$ cat src/rtl/vid_422_to_axis.sv
`default_nettype none
// ============================================================================
// Module   : vid_422_to_axis
// Purpose  : Converts the vclk-domain 4:2:2 video timing/data stream into an
//            AXI4-Stream video master (tuser = SOF, tlast = EOL). A frame-lock
//            FSM keeps partial frames out of the stream, a one-pixel lookahead
//            holding register finds the end of each line, and a show-ahead
//            FIFO absorbs tready backpressure. Line/frame sizes are measured
//            and checked against the expected format with sticky error flags.
// Ports    : vclk, dly_rst (async, active high)        - clock / reset
//            vid_vblank, vid_hblank, vid_de, vid_d    - video input
//            m_axis_tvalid/tready/tdata/tuser/tlast   - AXI-S master
//            locked, line_len, frame_lines            - status
//            ovf_err, fmt_err                         - sticky errors
// Revision : 1.0 - initial release
// ============================================================================
module vid_422_to_axis #(
    parameter int H_ACTIVE = 1920,
    parameter int V_ACTIVE = 1080,
    parameter int FIFO_AW  = 5
) (
    input  logic        vclk,
    input  logic        dly_rst,
    input  logic        vid_vblank,
    input  logic        vid_hblank,
    input  logic        vid_de,
    input  logic [31:0] vid_d,
    output logic        m_axis_tvalid,
    input  logic        m_axis_tready,
    output logic [15:0] m_axis_tdata,
    output logic        m_axis_tuser,
    output logic        m_axis_tlast,
    output logic        locked,
    output logic [11:0] line_len,
    output logic [11:0] frame_lines,
    output logic        ovf_err,
    output logic        fmt_err
);

    localparam int                 c_DEPTH    = 1 << FIFO_AW;
    localparam logic [11:0]        c_H_ACTIVE = 12'(H_ACTIVE);
    localparam logic [11:0]        c_V_ACTIVE = 12'(V_ACTIVE);
    localparam logic [FIFO_AW:0]   c_CNT_ONE  = {{FIFO_AW{1'b0}}, 1'b1};
    localparam logic [FIFO_AW-1:0] c_PTR_ONE  = {{(FIFO_AW-1){1'b0}}, 1'b1};

    typedef enum logic [1:0] {
        ST_IDLE     = 2'd0,
        ST_WAIT_SOF = 2'd1,
        ST_ACTIVE   = 2'd2
    } state_t;

    // Counters stick at all-ones instead of wrapping.
    function automatic logic [11:0] sat_inc(input logic [11:0] v);
        return (v == 12'hFFF) ? v : v + 12'd1;
    endfunction

    // Blanking status and the chroma/luma upper word carry no framing info.
    logic w_unused;
    assign w_unused = ^{vid_hblank, vid_d[31:16]};

    state_t             r_state;
    logic               r_de_d;
    logic               r_vblank_d;
    logic               r_skip;
    logic               r_hold_valid;
    logic               r_hold_sof;
    logic [15:0]        r_hold_data;
    logic [11:0]        r_pix_cnt;
    logic [11:0]        r_lines;

    logic [17:0]        r_mem [c_DEPTH];
    logic [FIFO_AW-1:0] r_wr_ptr;
    logic [FIFO_AW-1:0] r_rd_ptr;
    logic [FIFO_AW:0]   r_count;

    // ------------------------------------------------------------------
    // Input qualification
    // ------------------------------------------------------------------
    logic w_de_rise;
    logic w_skip_now;
    logic w_take_sof;
    logic w_take_pix;
    logic w_accept;

    assign w_de_rise  = vid_de & ~r_de_d;
    // A de pulse that opens while vblank is high is ignored for its whole length.
    assign w_skip_now = r_skip | (w_de_rise & vid_vblank);
    assign w_take_sof = (r_state == ST_WAIT_SOF) & vid_de & ~vid_vblank & ~w_skip_now;
    assign w_take_pix = (r_state == ST_ACTIVE) & vid_de & ~w_skip_now;
    assign w_accept   = w_take_sof | w_take_pix;

    // ------------------------------------------------------------------
    // Lookahead / FIFO push decision. The held pixel leaves on the next
    // cycle; it is the last of its line when no new pixel follows it.
    // ------------------------------------------------------------------
    logic        w_push;
    logic [17:0] w_push_word;
    logic        w_pop;
    logic        w_full;
    logic        w_wr;
    logic        w_drop;
    logic        w_sof_drop;
    logic        w_line_end;
    logic [11:0] w_lines_next;
    logic        w_vblank_rise;

    assign w_push        = r_hold_valid;
    assign w_push_word   = {r_hold_sof, ~w_accept, r_hold_data};
    assign w_full        = r_count[FIFO_AW];
    assign w_pop         = m_axis_tvalid & m_axis_tready;
    // When full, a same-cycle pop frees the slot the push needs.
    assign w_wr          = w_push & (~w_full | w_pop);
    assign w_drop        = w_push & w_full & ~w_pop;
    assign w_sof_drop    = w_drop & r_hold_sof;
    assign w_line_end    = r_hold_valid & ~w_accept;
    assign w_lines_next  = w_line_end ? sat_inc(r_lines) : r_lines;
    assign w_vblank_rise = vid_vblank & ~r_vblank_d;

    // ------------------------------------------------------------------
    // Input history, skip tracking and holding register
    // ------------------------------------------------------------------
    always_ff @(posedge vclk or posedge dly_rst) begin
        if (dly_rst) begin
            r_de_d       <= 1'b0;
            r_vblank_d   <= 1'b0;
            r_skip       <= 1'b0;
            r_hold_valid <= 1'b0;
            r_hold_sof   <= 1'b0;
            r_hold_data  <= 16'd0;
            r_pix_cnt    <= 12'd0;
            r_lines      <= 12'd0;
        end else begin
            r_de_d     <= vid_de;
            r_vblank_d <= vid_vblank;

            if (!vid_de) begin
                r_skip <= 1'b0;
            end else if (w_de_rise && vid_vblank) begin
                r_skip <= 1'b1;
            end

            // Losing the SOF pixel abandons the frame, including any pixel
            // accepted behind it.
            if (w_accept && !w_sof_drop) begin
                r_hold_valid <= 1'b1;
                r_hold_sof   <= w_take_sof;
                r_hold_data  <= vid_d[15:0];
                r_pix_cnt    <= sat_inc(r_pix_cnt);
            end else begin
                r_hold_valid <= 1'b0;
                r_hold_sof   <= 1'b0;
                r_pix_cnt    <= 12'd0;
            end

            r_lines <= w_take_sof ? 12'd0 : w_lines_next;
        end
    end

    // ------------------------------------------------------------------
    // Frame-lock FSM with measurement and status outputs
    // ------------------------------------------------------------------
    always_ff @(posedge vclk or posedge dly_rst) begin
        if (dly_rst) begin
            r_state     <= ST_IDLE;
            locked      <= 1'b0;
            line_len    <= 12'd0;
            frame_lines <= 12'd0;
            ovf_err     <= 1'b0;
            fmt_err     <= 1'b0;
        end else begin
            if (w_line_end) begin
                line_len <= r_pix_cnt;
                if (r_pix_cnt != c_H_ACTIVE) begin
                    fmt_err <= 1'b1;
                end
            end

            if (w_drop) begin
                ovf_err <= 1'b1;
            end

            case (r_state)
                ST_IDLE: begin
                    if (vid_vblank) begin
                        r_state <= ST_WAIT_SOF;
                    end
                end
                ST_WAIT_SOF: begin
                    if (w_take_sof) begin
                        r_state <= ST_ACTIVE;
                    end
                end
                ST_ACTIVE: begin
                    if (w_vblank_rise) begin
                        frame_lines <= w_lines_next;
                        if (w_lines_next != c_V_ACTIVE) begin
                            fmt_err <= 1'b1;
                        end else begin
                            locked <= 1'b1;
                        end
                        r_state <= ST_WAIT_SOF;
                    end
                end
                default: r_state <= ST_IDLE;
            endcase

            if (w_sof_drop) begin
                r_state <= ST_IDLE;
                locked  <= 1'b0;
            end
        end
    end

    // ------------------------------------------------------------------
    // Show-ahead pixel FIFO, entries are {tuser, tlast, data}
    // ------------------------------------------------------------------
    always_ff @(posedge vclk) begin
        if (w_wr) begin
            r_mem[r_wr_ptr] <= w_push_word;
        end
    end

    always_ff @(posedge vclk or posedge dly_rst) begin
        if (dly_rst) begin
            r_wr_ptr <= '0;
            r_rd_ptr <= '0;
            r_count  <= '0;
        end else begin
            if (w_wr) begin
                r_wr_ptr <= r_wr_ptr + c_PTR_ONE;
            end
            if (w_pop) begin
                r_rd_ptr <= r_rd_ptr + c_PTR_ONE;
            end
            case ({w_wr, w_pop})
                2'b10:   r_count <= r_count + c_CNT_ONE;
                2'b01:   r_count <= r_count - c_CNT_ONE;
                default: r_count <= r_count;
            endcase
        end
    end

    logic [17:0] w_rd_word;
    assign w_rd_word     = r_mem[r_rd_ptr];
    assign m_axis_tvalid = (r_count != '0);
    // Outputs read as zero while the FIFO is empty so reset and idle look clean.
    assign m_axis_tdata  = m_axis_tvalid ? w_rd_word[15:0] : 16'd0;
    assign m_axis_tlast  = m_axis_tvalid & w_rd_word[16];
    assign m_axis_tuser  = m_axis_tvalid & w_rd_word[17];

endmodule
`default_nettype wire

$ cat config.mk
export PLATFORM = sky130hd
export DESIGN_NAME = vid_422_to_axis
export DESIGN_NICKNAME = d
export VERILOG_FILES = /design/src/rtl/vid_422_to_axis.sv
export SDC_FILE = /design/constraint.sdc
export NUM_CORES = 1
export LEC_CHECK = 0
export BUFFER_PORTS_ARGS = -buffer_cell sky130_fd_sc_hd__buf_2
export CAP_MARGIN = 10
export CORE_UTILIZATION = 30
export DETAILED_ROUTE_END_ITERATION = 8
export HOLD_SLACK_MARGIN = 0.02
export PLACE_DENSITY = 0.51
export RECOVER_POWER = 50
export SLEW_MARGIN = 20
export SYNTH_ARGS = -nofsm -noshare
export SYNTH_HDL_FRONTEND = slang
export SYNTH_SLANG_ARGS = --single-unit
$ cat constraint.sdc
create_clock -name vclk -period 3.9 [get_ports vclk]
set_clock_uncertainty 0.2 [all_clocks]
set_input_delay 0.39 -clock vclk [delete_from_list [all_inputs] [get_ports vclk]]
set_output_delay 0.39 -clock vclk [all_outputs]
set_load 0.05 [all_outputs]
==> results.cfg <==
[timing]
timing.final.max_slew_violations = 58
rsz0062_at_grt = false
finalSetupViolCount = 0
setup_tns_ps = 0
timing.max_slew.rel_slack_pct = -51.0
final_min_period_over_clock_period_pct = 98.2
achievable-frequency_mhz = 261
finalHoldViolCount = 0
timing.final.ws_setup_ps = 71.4
final.min_clock_period_ps = 3830
worstMarginPinSlew_ps = 2260

[cts]
clk_latency_ps = 610
cts.reportedPaths.clkPinSlew_ps = 60
numCtsBuffers = 71
htree_levels = 3
clock_path_buffers = 3
cts_tree = built
numClockSinks = 666
ctsRootBufferMaster = sky130_fd_sc_hd__clkbuf_16

[run]
drv_cap = 1

[power_and_ir_drop]
power_density_nw_per_um2 = 726
max-vdd-ir-drop_v = 0.00101
power_leakage_nw = 10.2

[setup_path]
worstPathMaxFanout = 45
cp_data_arrival_time_ps = 3240
worst_ep_required_time_ps = 3310
path_cells = buf_12, mux4_2, mux4_2, mux2i_1, nor2_1, buf_2
cp_slowest_cell = sky130_fd_sc_hd__dfrtp_4
critical_path_sink_type = output port
worst_path_dominant_cell_family = multiplexers
worstSetupPathType = reg -> out
most_frequent_cp_cell = sky130_fd_sc_hd__mux4_2
cp_num_buf_inv = 2
cp_slowest_stage_delay_ps = 730
setup.worst_path.start_class = flip-flop
r2r_setup_slack_ps = 740

[logic_synthesis]
synth_sequential_area_ratio_pct = 74.7
synthCells = 1297
post_synth_instance_area_um2 = 26200
synthesis.nets = 1346
async_reset_ff_share_pct = 13.5
synth.avg_cell_area_um2 = 20.2
number_of_enable_flip_flop_cells_after_synthesis = 576
yosys_warnings = 0
yosys_register_bits = 666
synth_top_flop_cell = sky130_fd_sc_hd__edfxtp_1
yosys.cell_types.count = 55

[final_layout]
final_nets = 1508
mostFrequentLayoutCell = sky130_fd_sc_hd__edfxtp_1
final_layout_size_suffix_gt1_share_pct = 28.9
mostFrequentLayoutCells = sky130_fd_sc_hd__edfxtp_1, sky130_fd_sc_hd__mux4_2, sky130_fd_sc_hd__nand2_1
diodes = 0
syn_to_final_growth_pct = 18.0

[outcome]
violations = capacitance limit, slew limit
status = finished, violations left

[placement]
dp_slack_ps = 413
dpl.hpwl_um = 35900
gp_congestion = 0.757
io_buffers = 66

[global_route]
grt_overflow = 0
global_route.usage.total_pct = 14.1
first_global_vias = 13600
grt_max_degree = 58
grt_pass1_wl_um = 91500
antenna_found_initial = 2

[floorplan]
rows = 107
fp.dieArea_um2 = 88400
boundaryPins = 84
start_util_pct = 30.5
die_width_um = 297
die_height_um = 297
coreArea_um2 = 85800

[hold_path]
hold_path_class = reg -> reg

[route]
detailroute.via_count = 13000
detailedRoute.firstIterationViolations = 883
drt_wl_total_um = 61800
route.antenna.remaining_nets = 0
detailedRoute.firstPassIterationCount = 5
routed_wire_length_per_instance_um = 23.2
drc = 0
route.detailed.vias_per_inst = 4.87
-- final timing paths --
check                                  start               end  depth (start not counted)
worst max-delay path             r_rd_ptr[1]  m_axis_tdata[13]                          6
worst min-delay path             r_rd_ptr[4]       r_rd_ptr[4]                          1
worst max register to register  r_hold_valid        r_count[4]                         11
worst min register to register   r_rd_ptr[4]       r_rd_ptr[4]                          1
max in group asynchronous            dly_rst   r_hold_data[10]                          4
min in group asynchronous            dly_rst    frame_lines[7]                          3
-- flip-flops by register name (all words and copies together), names as in the netlist, 2 cells and up --
signal / cells
frame_lines: 12
r_lines: 12
line_len: 12
r_count: 6
r_hold_data: 16
r_state: 2
r_pix_cnt: 12
r_mem: 576
r_wr_ptr: 5
r_rd_ptr: 5
-- layer usage --
| layer | vias to the layer above | wire length, µm | GRT usage, % |
|---|---|---|---|
| li1 | 5579 | - | - |
| met2 | 343 | 28600 | 22.0 |
| met4 | 0 | 1070 | 3.63 |
| met5 | - | 0 | 0 |
| met3 | 86 | 3110 | 2.39 |
| met1 | 6956 | 29000 | 20.5 |
-- power by group --
group / switching, W / leakage [nW] / internal (W)
clock network: 0.00277 / 1.10 / 0.00376
registers: 0.000948 / 6.40 / 0.00865
logic: 0.00351 / 2.67 / 0.00276
-- logic make-up after synthesis --
family	count (synthesis)	synth area share, %
AO/OA/AOI/OAI	64	1.69
XOR/XNOR	22	0.736
adder cells (fa/ha/maj)	11	0.526
buffers and inverters	77	1.23
flip-flops	666	74.7
multiplexers	219	17.0
AND/OR/NAND/NOR	238	4.08
-- layout make-up --
cell class	count	area, µm²
clock buffers	99	1930
clock inverters	32	300
fillers	7983	54900
inverters	13	48.8
multi-input cells	554	6380
flip-flops and latches	666	19600
well taps	1144	1430
repair buffers	153	1220
-- repair_timing --
item / in CTS / in global routing
setup endpoints to repair: 18 / 6
hold endpoints to repair: 78 / 0
pin swaps: 0 / 0
gates cloned: 0 / 1
buffers inserted: 3 / 0
hold buffers: 20 / 0
resized for setup: 0 / 4
-- synthesized netlist by cell type (4+ instances only) --
| library cell | count | area [µm²] |
|---|---|---|
| sky130_fd_sc_hd__mux4_2 | 180 | 4050 |
| sky130_fd_sc_hd__a211oi_1 | 5 | 37.5 |
| sky130_fd_sc_hd__buf_2 | 17 | 85.1 |
| sky130_fd_sc_hd__nor2b_1 | 5 | 31.3 |
| sky130_fd_sc_hd__dfrtp_1 | 90 | 2250 |
| sky130_fd_sc_hd__xnor2_1 | 12 | 105 |
| sky130_fd_sc_hd__nand3_1 | 4 | 20.0 |
| sky130_fd_sc_hd__and2_1 | 4 | 25.0 |
| sky130_fd_sc_hd__buf_1 | 4 | 15.0 |
| sky130_fd_sc_hd__mux2_2 | 13 | 146 |
| sky130_fd_sc_hd__mux2i_1 | 26 | 260 |
| sky130_fd_sc_hd__a21oi_1 | 15 | 75.1 |
| sky130_fd_sc_hd__clkbuf_1 | 41 | 154 |
| sky130_fd_sc_hd__and3_1 | 9 | 56.3 |
| sky130_fd_sc_hd__inv_1 | 12 | 45.0 |
| sky130_fd_sc_hd__o21ai_0 | 23 | 115 |
| sky130_fd_sc_hd__edfxtp_1 | 576 | 17300 |
| sky130_fd_sc_hd__nor3_1 | 4 | 20.0 |
| sky130_fd_sc_hd__nand2b_1 | 4 | 25.0 |
| sky130_fd_sc_hd__nand4_1 | 12 | 75.1 |
| sky130_fd_sc_hd__nand2_1 | 94 | 353 |
| sky130_fd_sc_hd__ha_1 | 11 | 138 |
| sky130_fd_sc_hd__nor2_1 | 83 | 312 |
| sky130_fd_sc_hd__xor2_1 | 10 | 87.6 |
-- stage by stage --
stage	hold WS [ps]	power [W]	instance area, µm²	util (%)	cells
after detailed placement	265	0.0160	28400	33.1	2505
after global routing	295	0.0233	30900	36.0	2661
after CTS	246	0.0227	30900	36.0	2659
after global placement	261	0.0159	28400	33.1	2505
after floorplan	221	0.0137	26200	-	1297
final	274	0.0224	30900	36.0	2661
No activity file was read; power rests on OpenSTA's default activity.
